File: src/rtl/fw_fifo_pkg.sv
// Types and helpers for the framework sync FIFO.
// fifo_status_t bundles the flags; ptr_width sizes the wrap-bit pointers.
package fw_fifo_pkg;

  typedef struct packed {
    logic full;
    logic empty;
    logic afull;
    logic ovf;
    logic udf;
  } fifo_status_t;

  function automatic int ptr_width(input int depth);
    return $clog2(depth) + 1;
  endfunction

endpackage

File: src/rtl/primitives_pkg.sv
// Shared primitive constants for framework blocks.
// Provides single-bit boolean literals TRUE/FALSE.
package primitives_pkg;

  localparam logic TRUE  = 1'b1;
  localparam logic FALSE = 1'b0;

endpackage

File: src/rtl/fw_fifo_mem.sv
// DEPTH x WIDTH register array, sync write / async read.
// Ports: clk_i, we_i, waddr_i, wdata_i, raddr_i, rdata_o.
module fw_fifo_mem #(
  parameter int WIDTH = 8,
  parameter int DEPTH = 16,
  parameter int AW    = $clog2(DEPTH)
) (
  input  logic             clk_i,
  input  logic             we_i,
  input  logic [AW-1:0]    waddr_i,
  input  logic [WIDTH-1:0] wdata_i,
  input  logic [AW-1:0]    raddr_i,
  output logic [WIDTH-1:0] rdata_o
);

  logic [WIDTH-1:0] mem_q [DEPTH];

  // Storage is deliberately not reset so it maps onto RAM macros.
  always_ff @(posedge clk_i) begin
    if (we_i) begin
      mem_q[waddr_i] <= wdata_i;
    end
  end

  assign rdata_o = mem_q[raddr_i];

endmodule

File: src/rtl/fw_sync_fifo.sv
// Single-clock first-word-fall-through FIFO, valid/ready both sides.
// Ports: i_clk, i_rst_n, i_clr, i_valid/o_ready/i_data (write),
//        o_valid/i_ready/o_data (read), o_count, o_afull, o_ovf, o_udf.
module fw_sync_fifo
  import fw_fifo_pkg::*;
  import primitives_pkg::*;
#(
  parameter int WIDTH     = 8,
  parameter int DEPTH     = 16,
  parameter int AFULL_LVL = 12,
  parameter int PW        = ptr_width(DEPTH)
) (
  input  logic             i_clk,
  input  logic             i_rst_n,
  input  logic             i_clr,
  input  logic             i_valid,
  output logic             o_ready,
  input  logic [WIDTH-1:0] i_data,
  output logic             o_valid,
  input  logic             i_ready,
  output logic [WIDTH-1:0] o_data,
  output logic [PW-1:0]    o_count,
  output logic             o_afull,
  output logic             o_ovf,
  output logic             o_udf
);

  localparam int AW = PW - 1;
  localparam logic [PW-1:0] ONE = PW'(1);
  localparam logic [PW-1:0] AF_LVL = PW'(AFULL_LVL);

  if (DEPTH < 2 || (DEPTH & (DEPTH - 1)) != 0) begin : g_bad_depth
    $error("fw_sync_fifo: DEPTH must be a power of 2 and >= 2");
  end
  if (AFULL_LVL < 1 || AFULL_LVL > DEPTH) begin : g_bad_afull
    $error("fw_sync_fifo: AFULL_LVL must be in 1..DEPTH");
  end

  logic [PW-1:0] wr_ptr_q, wr_ptr_d;
  logic [PW-1:0] rd_ptr_q, rd_ptr_d;
  logic [PW-1:0] count_q, count_d;
  logic          afull_q, afull_d;
  logic          ovf_q, ovf_d;
  logic          udf_q, udf_d;
  logic          push, pop;
  logic [WIDTH-1:0] rdata;
  fifo_status_t  status;

  // Wrap bit distinguishes full from empty when the indices match.
  assign status.empty = (wr_ptr_q == rd_ptr_q);
  assign status.full  = (wr_ptr_q[PW-1] != rd_ptr_q[PW-1]) &&
                        (wr_ptr_q[AW-1:0] == rd_ptr_q[AW-1:0]);
  assign status.afull = afull_q;
  assign status.ovf   = ovf_q;
  assign status.udf   = udf_q;

  assign o_ready = !status.full;
  assign o_valid = !status.empty;
  assign push    = i_valid && o_ready;
  assign pop     = o_valid && i_ready;

  always_comb begin
    wr_ptr_d = wr_ptr_q + (push ? ONE : '0);
    rd_ptr_d = rd_ptr_q + (pop ? ONE : '0);
    count_d  = count_q;
    if (push && !pop) begin
      count_d = count_q + ONE;
    end else if (pop && !push) begin
      count_d = count_q - ONE;
    end
    // Flag follows the next count so it lines up with o_count.
    afull_d = (count_d >= AF_LVL);
    ovf_d   = ovf_q || (i_valid && status.full);
    udf_d   = udf_q || (i_ready && status.empty);
  end

  always_ff @(posedge i_clk) begin
    if (!i_rst_n || i_clr) begin
      wr_ptr_q <= '0;
      rd_ptr_q <= '0;
      count_q  <= '0;
      afull_q  <= FALSE;
      ovf_q    <= FALSE;
      udf_q    <= FALSE;
    end else begin
      wr_ptr_q <= wr_ptr_d;
      rd_ptr_q <= rd_ptr_d;
      count_q  <= count_d;
      afull_q  <= afull_d;
      ovf_q    <= ovf_d;
      udf_q    <= udf_d;
    end
  end

  fw_fifo_mem #(
    .WIDTH (WIDTH),
    .DEPTH (DEPTH),
    .AW    (AW)
  ) u_mem (
    .clk_i   (i_clk),
    .we_i    (push && i_rst_n && !i_clr),
    .waddr_i (wr_ptr_q[AW-1:0]),
    .wdata_i (i_data),
    .raddr_i (rd_ptr_q[AW-1:0]),
    .rdata_o (rdata)
  );

  // Gate the head word so an empty FIFO shows zero, not stale storage.
  assign o_data  = status.empty ? '0 : rdata;
  assign o_count = count_q;
  assign o_afull = status.afull;
  assign o_ovf   = status.ovf;
  assign o_udf   = status.udf;

endmodule

File: config.mk
export PLATFORM = sky130hd
export DESIGN_NAME = fw_sync_fifo
export DESIGN_NICKNAME = d
export VERILOG_FILES = /design/src/rtl/fw_fifo_pkg.sv /design/src/rtl/primitives_pkg.sv /design/src/rtl/fw_fifo_mem.sv /design/src/rtl/fw_sync_fifo.sv
export SDC_FILE = /design/constraint.sdc
export NUM_CORES = 1
export LEC_CHECK = 0
export CAP_MARGIN = 20
export CORE_MARGIN = 10
export CORE_UTILIZATION = 42
export CTS_CLUSTER_DIAMETER = 100
export DETAILED_ROUTE_END_ITERATION = 6
export MAX_ROUTING_LAYER = met4
export SYNTH_ARGS = -nofsm -noshare
export SYNTH_HDL_FRONTEND = slang
export SYNTH_SLANG_ARGS = --single-unit
File: constraint.sdc
create_clock -name i_clk -period 4.1 [get_ports i_clk]
set_input_delay 0.82 -clock i_clk [delete_from_list [all_inputs] [get_ports i_clk]]
set_output_delay 0.82 -clock i_clk [all_outputs]
set_load 0.02 [all_outputs]
**Word-level counts from Yosys, hierarchy flattened**

Memory sizes are Yosys's and may differ from the RTL's. A register that Yosys moved wholly into a read port is not among the register bits.
Cells that the tools add are included.
Widths: inputs -> output; s select.

- Flip-flop bits (word level): 18
- Bits in writable memories: 128
- Input bits: 13
- Output and inout port bits: 18
- Logic and storage cells: 41
- Memories: 1

Memories:

| memory | words | width | rd ports | clocked after memory_dff | wr ports | RTL line | RTL |
|---|---|---|---|---|---|---|---|
| u_mem.mem_q | 16 | 8 | 1 | 1 | 1 | fw_fifo_mem.sv:16 | `logic [WIDTH-1:0] mem_q [DEPTH];` |

- Add/sub/neg operators: 4
- $lt $le $gt $ge: 1
- Equal/unequal tests: 3
- Muxes and demuxes: 8
- Reductions and logical operators: 18

Operators with widths:

| kind | count |
|---|---|
| $add 5x1->5 | 2 |
| $mux 5 | 2 |
| $logic_and 1x1->1 | 9 |
| $mux 8 | 1 |
| $logic_not 1->1 | 6 |
| $add 5x1->5 const B | 1 |
| $eq 5x5->1 | 1 |
| $ge 5x4->1 const B | 1 |
| $sub 5x1->5 const B | 1 |
| $eq 4x4->1 | 1 |
| $mux 1 | 4 |
| $mux 4 | 1 |
| $logic_or 1x1->1 | 3 |
| $ne 1x1->1 | 1 |

**Longest topological paths before layout**

- Word-level depth: 9
- Mapped depth: 10

**Hierarchy**

Synthesis repeated with hierarchy kept, for this count alone.

- Cells, all modules: 331
- Area total of the unflattened synthesis: 5997.0 µm²

By module, submodules not included:

| module | times used | cells each | area an instance (µm²) | seq. area each (µm²) |
|---|---|---|---|---|
| fw_fifo_mem | 1 | 221 | 4987.3 | 3843.7 |
| fw_sync_fifo | 1 | 110 | 1009.7 | 360.3 |

**Worst setup path before layout**

Ideal clock, no wire load.

- Kind: flip-flop to flip-flop
- Start: reg wr_ptr_q[0]
- End: mem u_mem.mem_q[0][0] (enable)
- Library setup time: 0.383 ns
- Data arrival time: 2.401 ns
- Required time: 3.717 ns
- Slack: 1.316 ns
- Stages on the path, launching flop included: 8
- Path buffers: 1
- Period minus slack after synthesis: 2.784 ns
- Path through: dfxtp_1 -> clkbuf_2 -> xor2_1 -> nor4_4 -> nand2_1 -> and3_1 -> or3b_2 -> nor3_1

- Cells in the longest elaborated chain, start to end: 8

RTL lines:

| what | RTL line | RTL |
|---|---|---|
| start: declaration | fw_sync_fifo.sv:39 | `logic [PW-1:0] wr_ptr_q, wr_ptr_d;` |
| start signal: assignment | fw_sync_fifo.sv:86 | `wr_ptr_q <= wr_ptr_d;` |
| $eq 4x4->1 | fw_sync_fifo.sv:52 | `(wr_ptr_q[AW-1:0] == rd_ptr_q[AW-1:0]);` |
| $logic_and 1x1->1 | fw_sync_fifo.sv:51 | `assign status.full = (wr_ptr_q[PW-1] != rd_ptr_q[PW-1]) &&` |
| $logic_not 1->1 | fw_sync_fifo.sv:57 | `assign o_ready = !status.full;` |
| net o_ready | fw_sync_fifo.sv:17 | `output logic o_ready,` |
| $logic_and 1x1->1 | fw_sync_fifo.sv:59 | `assign push = i_valid && o_ready;` |
| $logic_and 1x1->1 (2 in a row) | fw_sync_fifo.sv:101 | `.we_i (push && i_rst_n && !i_clr),` |
| $mux 1 | fw_fifo_mem.sv:20 | `if (we_i) begin` |
| $mux 1 (not written as such) | fw_fifo_mem.sv:21 | `mem_q[waddr_i] <= wdata_i;` |
| end: declaration | fw_fifo_mem.sv:16 |  |

The timed path passes the listed nets, and every way through them passes these cells.

**Worst setup path after layout**

- Start: reg rd_ptr_q[1]
- End: out o_data[3]

- Cells in the longest elaborated chain, start to end: 2

RTL lines:

| what | RTL line | RTL |
|---|---|---|
| start: declaration | fw_sync_fifo.sv:40 | `logic [PW-1:0] rd_ptr_q, rd_ptr_d;` |
| start signal: assignment | fw_sync_fifo.sv:87 | `rd_ptr_q <= rd_ptr_d;` |
| $eq 5x5->1 | fw_sync_fifo.sv:50 | `assign status.empty = (wr_ptr_q == rd_ptr_q);` |
| $mux 8 | fw_sync_fifo.sv:109 | `assign o_data = status.empty ? '0 : rdata;` |
| end: declaration | fw_sync_fifo.sv:21 | `output logic [WIDTH-1:0] o_data,` |

No other way between the ends.

==> reports/metrics.cfg <==
[sta]
holdWs_ns = 0.470
final.period_utilization_pct = 88.8
fin_skew_ns = 0.00728
fin_tns_setup_ns = 0
tightest_slew_ns = 0.839
hold_viol = 0
period_minus_slack_ns = 3.64
fmax_mhz = 275
slew_viol_final = 0
relSlewSlack_pct = 43.9
rsz0062_at_grt = false
setup_violations = 0

[power_and_ir_drop]
powerDensity_mw_per_mm2 = 471
finalPower_w = 0.00334
ir_drop_mv = 0.303
leakagePower_nw = 2.29

[synth]
synth_enable_flop_cells = 128
synth_area_mm2 = 0.00592
yosys_most_used_dff = edfxtp_1
yosys_warnings = 0
ys_ff_latch = 146
ys_seq_area_share_pct = 71.0
syn_area_per_cell_um2 = 18.8
synth_nets = 333
async_reset_ff_share_pct = 0
synth_cell_types = 40
synthCells = 314

[routing]
dr.pass1.iters = 4
drtIter0Drc = 292
vias = 2883
finalWirelength_um = 11500
drc = 0
detail-route-antenna-nets = 0
viasPerCell = 5.20
wl_per_cell_um = 20.8

[critical_path]
reg2reg_depth = 8
endpoint_kind = primary output
path_class = flip-flop to primary output
rr_startpoint = rd_ptr_q[1]
cp_max_fo = 35
cp.arrival_ns = 2.82
worstPathRequired_ns = 3.28
reg2reg_slack_ns = 0.99
startpoint_type = flip-flop
r2r-end = u_mem.mem_q[3][6]

[finish]
area_delta_synth_final_pct = 20.0
layout_common_cells = edfxtp_1 (128), mux4_2 (40), clkdlybuf4s50_1 (30)
fillers = 1113
drive_gt1_share_pct = 24.3
antenna_cells = 0
multi_input_area_mm2 = 0.00161
final_common_cell = edfxtp_1
final_util_pct = 51.4
nNetsFinal = 380
register_area_mm2 = 0.00421

[global_route]
grt_max_degree = 36
grt_use_total_pct = 12.7
grt-ovfl-total = 0
antenna_found_initial = 0
grt_pass1_vias = 3075
grt_pass1_wl_um = 18300

[cts]
clk_path_buf_depth = 2
clk_pin_slew_worst_paths_ns = 0.06
cts.sinks = 146
post_cts_buffers = 0
cts_made_buffers = 17
insertion_delay_ns = 0.41
htreeDepth = 4
cts_resized = 0
clockRootBuffer = clkbuf_16
holdBufCountCts = 0
cts_tree = yes

[die]
rows = 43
start_util_pct = 42.8
dieArea_mm2 = 0.0192
chipHeight_um = 139
pin_count = 31
core_mm2 = 0.0138
die_w_um = 139

[placement]
post-dp-hpwl_um = 7570
place.gp.congestion = 0.800
io_buffers = 30

[hold_path]
hold_end = o_ovf
min_path_type = flip-flop to flip-flop
holdPathStages = 2
min-delay-start = o_ovf

[flow_run]
cap_viol_max_count = 0

[outcome]
status = finished clean

power by group:
group	switching, W	internal (W)
registers	0.00000496	0.00162
clock network	0.000574	0.00102
logic	0.0000683	0.0000530
synth_stat cells (all sizes together), types with 2 or more instances:
master | count | area, um2
edfxtp | 128 | 3840
mux4 | 40 | 901
nor2 | 26 | 97.6
dfxtp | 18 | 360
buf | 10 | 56.3
xor2 | 10 | 95.1
nor2b | 9 | 56.3
and2 | 7 | 45.1
clkbuf | 7 | 27.5
ha | 6 | 75.1
inv | 6 | 22.5
nor3 | 6 | 30.0
nand2 | 5 | 18.8
nand3 | 5 | 25.0
xnor2 | 5 | 43.8
mux2i | 3 | 30.0
nand3b | 3 | 22.5
a21oi | 2 | 10.0
nand2b | 2 | 12.5
nor4 | 2 | 27.5
o221ai | 2 | 17.5
metal layers:
metal  up-vias  GRT usage, %  part of all wire, %
li1       1340             -                    -
met1      1488          17.1                   49
met2        47          18.2                   47
met3         8          3.29                  3.1
met4         0          4.89                 0.85
met5         -             -                    0
per-stage QoR:
step                      cell area, um2  std cells  setup slack [ns]
final                               7100        554             0.458
after global routing                7100        554             0.315
after CTS                           7100        554             0.409
after detailed placement            6490        522             0.732
after global placement              6490        522             0.837
after floorplan                     5920        314              1.32
cells by family (layout without fill, tap and decap cells):
kind of cell               Yosys count  after routing  synth area share (%)
DFF                                146            146                  71.0
and+or+nand+nor                     68             68                  6.05
muxes                               43             43                  15.7
buffers and inverters               23             83                  1.80
xor gates and xnor gates            15             15                  2.35
AOI/OAI and AO/OA                   13             13                  1.78
adders and majority gates            6              6                  1.27
critical path, cell delays in order, from the launching register on:
cell and delay (ns):
dfxtp_1 0.31, buf_4 0.46, xor2_2 0.16, nor4_4 0.28, buf_4 0.20, and2_2 0.32, nor2b_1 0.11, clkdlybuf4s50_1 0.56
final cells by class:
type | count | area share (%)
clock inverters | 12 | 2.54
inverters | 6 | 0.317
well taps | 180 | 3.17
flip-flops and latches | 146 | 59.2
multi-input cells | 145 | 22.6
clock buffers | 20 | 6.15
repair buffers | 45 | 5.99
sequential cells by signal, summed over array words and instances (netlist names):
register / count
o_count: 5
o_udf: 1
o_ovf: 1
rd_ptr_q: 5
o_afull: 1
wr_ptr_q: 5
u_mem.mem_q: 128
worst max-delay path by stage:
stage                start                end  slack (ns)
6_report       rd_ptr_q[1]          o_data[3]        0.46
5_1_grt        rd_ptr_q[1]          o_data[1]        0.32
4_1_cts        rd_ptr_q[1]          o_data[3]        0.41
3_5_place_dp       i_rst_n  u_mem.mem_q[3][2]        0.73
3_3_place_gp   rd_ptr_q[1]          o_data[3]        0.84
2_1_floorplan  wr_ptr_q[0]  u_mem.mem_q[0][0]        1.32
Note: power is estimated with default switching activity, not from simulation.
